[src/rtl/sync_fifo_param_pkg.sv]
// Shared constants and elaboration helpers for the single-clock FIFO and its RAM.
// Parameter legality is checked here so every user of the FIFO applies the same rule.
package sync_fifo_param_pkg;

  localparam int DEFAULT_DATA_W = 8;
  localparam int DEFAULT_DEPTH  = 16;

  // Smallest n with 2**n >= value; a depth of 1 still gets a one-bit index.
  function automatic int clog2(input int value);
    int result;
    result = 0;
    for (int i = 0; i < 31; i++) begin
      if ((1 << i) < value) begin
        result = i + 1;
      end
    end
    if (result == 0) begin
      result = 1;
    end
    return result;
  endfunction

  function automatic bit is_pow2(input int value);
    return (value > 0) && ((value & (value - 1)) == 0);
  endfunction

  // Depth must be a power of two (pointer wrap relies on it) and the
  // almost-empty band must sit strictly below the almost-full band.
  function automatic bit params_legal(input int depth, input int aempty_th, input int afull_th);
    return (depth >= 2) && is_pow2(depth) && (aempty_th < afull_th) && (afull_th <= depth);
  endfunction

endpackage

[src/rtl/sync_fifo_param_ram.sv]
// Simple dual-port RAM: one synchronous write port and one enabled, registered read port.
// No reset on the array or read register so the storage maps onto block RAM.
module dual_port_ram
  import sync_fifo_param_pkg::*;
#(
  parameter int DATA_W = DEFAULT_DATA_W,
  parameter int DEPTH  = DEFAULT_DEPTH,
  localparam int ADDR_W = clog2(DEPTH)
) (
  input  logic              clk,
  input  logic              wr_en,
  input  logic [ADDR_W-1:0] wr_addr,
  input  logic [DATA_W-1:0] wr_data,
  input  logic              rd_en,
  input  logic [ADDR_W-1:0] rd_addr,
  output logic [DATA_W-1:0] rd_data
);

  logic [DATA_W-1:0] mem [DEPTH];
  logic [DATA_W-1:0] rd_data_reg;

  // Read-before-write on a shared address: the read returns the old word,
  // which is what a full FIFO doing a simultaneous read and write needs.
  always_ff @(posedge clk) begin
    if (wr_en) begin
      mem[wr_addr] <= wr_data;
    end
    if (rd_en) begin
      rd_data_reg <= mem[rd_addr];
    end
  end

  assign rd_data = rd_data_reg;

endmodule

[src/rtl/sync_fifo_param.sv]
// Single-clock FIFO over a dual-port RAM with occupancy count, status flags,
// a registered read path with valid strobe, and overflow/underflow pulses.
module sync_fifo_param
  import sync_fifo_param_pkg::*;
#(
  parameter int DATA_W    = DEFAULT_DATA_W,
  parameter int DEPTH     = DEFAULT_DEPTH,
  parameter int AFULL_TH  = DEPTH - 2,
  parameter int AEMPTY_TH = 2,
  localparam int ADDR_W   = clog2(DEPTH)
) (
  input  logic              clk,
  input  logic              rst_n,
  input  logic              wr_en,
  input  logic [DATA_W-1:0] din,
  input  logic              rd_en,
  output logic [DATA_W-1:0] dout,
  output logic              dout_valid,
  output logic              full,
  output logic              empty,
  output logic              almost_full,
  output logic              almost_empty,
  output logic [ADDR_W:0]   count,
  output logic              overflow,
  output logic              underflow
);

  generate
    if (!params_legal(DEPTH, AEMPTY_TH, AFULL_TH)) begin : g_bad_params
      $error("sync_fifo_param: illegal DEPTH/AEMPTY_TH/AFULL_TH combination");
    end
  endgenerate

  localparam logic [ADDR_W:0] DEPTH_CNT  = DEPTH[ADDR_W:0];
  localparam logic [ADDR_W:0] AFULL_CNT  = AFULL_TH[ADDR_W:0];
  localparam logic [ADDR_W:0] AEMPTY_CNT = AEMPTY_TH[ADDR_W:0];
  localparam logic [ADDR_W:0] PTR_ONE    = {{ADDR_W{1'b0}}, 1'b1};

  logic [ADDR_W:0]   wr_ptr_reg, wr_ptr_next;
  logic [ADDR_W:0]   rd_ptr_reg, rd_ptr_next;
  logic [ADDR_W:0]   count_reg, count_next;
  logic              dout_valid_reg;
  logic              dout_loaded_reg;
  logic              overflow_reg;
  logic              underflow_reg;
  logic              wr_acc;
  logic              rd_acc;
  logic [DATA_W-1:0] ram_rd_data;

  assign full         = (count_reg == DEPTH_CNT);
  assign empty        = (count_reg == '0);
  assign almost_full  = (count_reg >= AFULL_CNT);
  assign almost_empty = (count_reg <= AEMPTY_CNT);

  // No fall-through: an empty FIFO never accepts a read, but a full one
  // makes room for a write when a read is accepted in the same cycle.
  assign rd_acc = rd_en && !empty;
  assign wr_acc = wr_en && (!full || rd_acc);

  always_comb begin
    wr_ptr_next = wr_ptr_reg;
    rd_ptr_next = rd_ptr_reg;
    if (wr_acc) begin
      wr_ptr_next = wr_ptr_reg + PTR_ONE;
    end
    if (rd_acc) begin
      rd_ptr_next = rd_ptr_reg + PTR_ONE;
    end
    // Pointers run modulo 2*DEPTH, so their difference is the occupancy:
    // +1 on a lone write, -1 on a lone read, unchanged otherwise.
    count_next = wr_ptr_next - rd_ptr_next;
  end

  always_ff @(posedge clk or negedge rst_n) begin
    if (!rst_n) begin
      wr_ptr_reg      <= '0;
      rd_ptr_reg      <= '0;
      count_reg       <= '0;
      dout_valid_reg  <= 1'b0;
      dout_loaded_reg <= 1'b0;
      overflow_reg    <= 1'b0;
      underflow_reg   <= 1'b0;
    end else begin
      wr_ptr_reg     <= wr_ptr_next;
      rd_ptr_reg     <= rd_ptr_next;
      count_reg      <= count_next;
      dout_valid_reg <= rd_acc;
      overflow_reg   <= wr_en && !wr_acc;
      underflow_reg  <= rd_en && !rd_acc;
      if (rd_acc) begin
        dout_loaded_reg <= 1'b1;
      end
    end
  end

  dual_port_ram #(
    .DATA_W (DATA_W),
    .DEPTH  (DEPTH)
  ) u_ram (
    .clk     (clk),
    .wr_en   (wr_acc),
    .wr_addr (wr_ptr_reg[ADDR_W-1:0]),
    .wr_data (din),
    .rd_en   (rd_acc),
    .rd_addr (rd_ptr_reg[ADDR_W-1:0]),
    .rd_data (ram_rd_data)
  );

  // The RAM read register has no reset; mask it to zero until the first
  // accepted read after reset so dout still comes out of reset as 0.
  assign dout       = dout_loaded_reg ? ram_rd_data : '0;
  assign dout_valid = dout_valid_reg;
  assign count      = count_reg;
  assign overflow   = overflow_reg;
  assign underflow  = underflow_reg;

endmodule

[config.mk]
export PLATFORM = sky130hd
export DESIGN_NAME = sync_fifo_param
export DESIGN_NICKNAME = d
export VERILOG_FILES = /design/src/rtl/sync_fifo_param_pkg.sv /design/src/rtl/sync_fifo_param_ram.sv /design/src/rtl/sync_fifo_param.sv
export SDC_FILE = /design/constraint.sdc
export NUM_CORES = 1
export LEC_CHECK = 0
export ABC_AREA = 1
export CORE_AREA = 2 2 113 115
export DETAILED_ROUTE_END_ITERATION = 10
export DIE_AREA = 0 0 115 117
export HOLD_SLACK_MARGIN = 0.02
export PLACE_DENSITY = 0.83
export SLEW_MARGIN = 10
export SYNTH_ARGS = -nofsm -noshare
export SYNTH_HDL_FRONTEND = slang
export SYNTH_SLANG_ARGS = --single-unit
export TNS_END_PERCENT = 100
[constraint.sdc]
create_clock -name clk -period 2.3 [get_ports clk]
set_input_delay 0.69 -clock clk [delete_from_list [all_inputs] [get_ports clk]]
set_output_delay 0.69 -clock clk [all_outputs]
set_load 0.05 [all_outputs]
==> results of run 1 <==
worst max path at each step:
stage / from / to / slack [ns] / cells past startpoint
floorplan: rd_en / count[4]$_DFF_PN0_ / 0.004 / 16
global placement: rd_en / count[4]$_DFF_PN0_ / -0.47 / 14
detailed placement: rd_en / count[4]$_DFF_PN0_ / -0.53 / 14
CTS: overflow$_DFF_PN0_ / overflow / 0.03 / 1
global route: count[2]$_DFF_PN0_ / count[4]$_DFF_PN0_ / -0.07 / 16
finish: underflow$_DFF_PN0_ / underflow / 0.05 / 1
per-stage QoR:
step | power, mW | util (%) | worst slack (ns)
2_1_floorplan | 6.852 | - | 0.004128
3_3_place_gp | 8.076 | 58.53 | -0.4710
3_5_place_dp | 8.263 | 58.53 | -0.5338
4_1_cts | 11.16 | 63.48 | 0.02902
5_1_grt | 11.82 | 63.72 | -0.06956
6_report | 11.24 | 63.72 | 0.05210
layer usage:
metal  vias up  wire [um]  share of wire [%]  track usage (%)
met4         0        581                3.8            13.33
met3        48       1375                9.1            4.274
met1      2110       5606                 37            30.67
met5         -          0                  0                0
met2       292       7607                 50            39.49
li1       1983          -                  -                -
report_power, final:
| group | internal (mW) | leakage (nW) | switching, mW |
|---|---|---|---|
| combinational | 1.60 | 1.23 | 3.03 |
| sequential | 3.58 | 1.45 | 0.262 |
| clock | 1.65 | 0.283 | 1.11 |
| total | 6.84 | 2.96 | 4.40 |
cell usage in the layout, fill, tap and decap left out, types with 3 or more instances in the layout:
cell type	n
mux2i_1	3
buf_4	52
nand2_1	44
o211ai_1	13
buf_12	4
xor2_1	7
dfrtp_2	6
dlygate4sd2_1	3
dfrtp_1	13
o21ai_2	3
clkdlybuf4s50_1	12
clkbuf_16	19
inv_1	31
nand3_1	18
edfxtp_1	136
o21ai_1	3
o21ai_0	48
nand2_2	9
o221ai_1	3
nand2_4	4
nor2_1	109
o32ai_1	16
clkinvlp_4	4
inv_6	3
ha_1	7
inv_2	8
area by class of cell:
cell class	instances	area share, %
clock buffer	21	6.284
clock inverter	11	1.340
multi-input combinational	305	21.75
sequential	155	58.21
inverter	41	1.994
timing repair buffer	72	8.022
tap	150	2.392
kinds of logic (layout without fill, tap and decap cells):
logic type,Yosys count,after routing
flops,155,155
simple gates,194,194
mux,3,3
fa+ha+maj,10,10
buf+inv,64,145
compound gates,89,89
xor+xnor,9,9
repair_timing:
action	CTS	global route
hold buffers	0	0
endpoints found under the setup margin	4	3
pin swaps	0	5
resized for setup	7	3
buffers inserted	0	3
==> results.sh, run 1 <==
export IMPL_fin_worst_skew_ns=0.009513
export IMPL_power_density_mw_per_mm2=1433
export IMPL_cp_end_kind="output pin"
export IMPL_final_cells=755
export IMPL_final_nets=614
export IMPL_hp_class="flop to flop"
export IMPL_clk_latency_ns=0.42
export IMPL_ir_worst_vdd_v=0.0009131
export IMPL_grt_pass1_vias=4400
export IMPL_grt_usage_pct=24.05
export IMPL_ios=32
export IMPL_finalHoldViolCount=0
export IMPL_p_leak_nw=2.956
export IMPL_rr_endpoint="count[4]$_DFF_PN0_"
export IMPL_grt_pass1_wl_mm=23.66
export IMPL_cts_made_buffers=17
export IMPL_fin_hold_ws_ns=0.5530
export IMPL_synth_edf_count=136
export IMPL_synth_compound_area_share_pct=8.656
export IMPL_cts_root_buffer="clkbuf_16"
export IMPL_crit_fanout=1
export IMPL_synth_most_common_cell="edfxtp_1"
export IMPL_crit_buf_inv=1
export IMPL_ys_flop_type="edfxtp_1"
export IMPL_post_route_min_period_ns=2.248
export IMPL_synthAdderAreaFrac_pct=2.039
export IMPL_post_drt_wl_per_cell_um=20.09
export IMPL_min_path_cells=2
export IMPL_synth_top_area_share_pct=62.78
export IMPL_viasPerCell=5.872
export IMPL_nFillCells=857
export IMPL_slew_violations=0
export IMPL_antenna_cells=0
export IMPL_synthTopCellsByArea="edfxtp_1 63%, dfrtp_1 7.3%, nor2_1 6.3%"
export IMPL_avgSynthCellArea_sq_um=12.41
export IMPL_syn_to_final_growth_pct=20.60
export IMPL_drt_pre_antenna_iters=5
export IMPL_grt_start_max_net_pins=65
export IMPL_fmax_ghz=0.4449
export IMPL_cts_tree="built"
export IMPL_ys_types=36
export IMPL_floorplan_initialDensity_pct=52.84
export IMPL_yosys_area_share_simple_pct=13.33
export IMPL_relSlewSlack_pct=51.41
export IMPL_post_route_period_util_pct=97.73
export IMPL_ant_nets=0
export IMPL_regArea_sq_mm=0.004567
export IMPL_io_buffers=31
export IMPL_synthArstFlopShare_pct=12.26
export IMPL_design_core_area_sq_mm=0.01231
export IMPL_overflow=0
export IMPL_r2r_start="count[2]$_DFF_PN0_"
export IMPL_cp_arrival_ns=1.56
export IMPL_crit_chain="clkdlybuf4s50_1"
export IMPL_drtIter0Drc=580
export IMPL_clk_pin_slew_ns=0.06
export IMPL_dp_cells=720
export IMPL_synth_xor_area_share_pct=1.212
export IMPL_path_class="flop to output pin"
export IMPL_dp_hpwl_mm=9.000
export IMPL_seq_area_frac_synth_pct=70.09
export IMPL_hp_start="wr_ptr_reg[4]$_DFF_PN0_"
export IMPL_status="complete, no violations"
export IMPL_dieWidth_um=115
export IMPL_r2r_slack_ns=0.06
export IMPL_drive_gt1_share_pct=21.49
export IMPL_placed_area_sq_mm=0.007206
export IMPL_cp_start_kind="flop"
export IMPL_hold_end="wr_ptr_reg[4]$_DFF_PN0_"
export IMPL_wl_mm=15.17
export IMPL_yosysWarnings=0
export IMPL_die_area_sq_mm=0.01346
export IMPL_ff2ff_path_depth=16
export IMPL_place_gp_congestion=0.8287
export IMPL_cts_max_path_buffers=2
export IMPL_synth_top_family_by_area="simple AND/OR/NAND/NOR gates"
export IMPL_setup_viol=0
export IMPL_yosysTopAreaCell="edfxtp_1"
export IMPL_htree_levels=4
export IMPL_cp_slowest_stage_delay_ns=0.81
export IMPL_vias=4433
export IMPL_cts_sinks=155
export IMPL_synth_mux_area_share_pct=0.4616
export IMPL_grt_antenna_before_repair=0
export IMPL_slowest_stage="clkdlybuf4s50_1"
export IMPL_synthesis_area_sq_mm=0.006505
export IMPL_num_rows=41
export IMPL_multi_input_area_sq_mm=0.001707
export IMPL_tns_ns=0
export IMPL_synthesis_nets=546
export IMPL_largest_reg_flops=128
export IMPL_tightest_slew_ns=0.7265
export IMPL_rsz0062_at_grt="true"
export IMPL_crit_family="buffers and inverters"
export IMPL_die_h_um=117
export IMPL_cp_required_ns=1.61
export IMPL_synth_seq_cells=155
export IMPL_drc=0
export IMPL_final_area_sq_mm=0.007845
export IMPL_drv_cap=0
export IMPL_synthCells=524
export IMPL_synthTopCellsByCount="136 x edfxtp_1, 109 x nor2_1, 48 x o21ai_0"
No activity file was read; power rests on OpenSTA's default activity.
==> inputs of run 2 (changes only) <==
--- a/config.mk
+++ b/config.mk
@@ -7,6 +7,7 @@
 export LEC_CHECK = 0
 export ABC_AREA = 1
 export CORE_AREA = 2 2 113 115
+export CTS_CLUSTER_SIZE = 28
 export DETAILED_ROUTE_END_ITERATION = 10
 export DIE_AREA = 0 0 115 117
 export HOLD_SLACK_MARGIN = 0.02
==> results of run 2 <==
The final DEF is identical to that of run 1; final timing and power are the same.
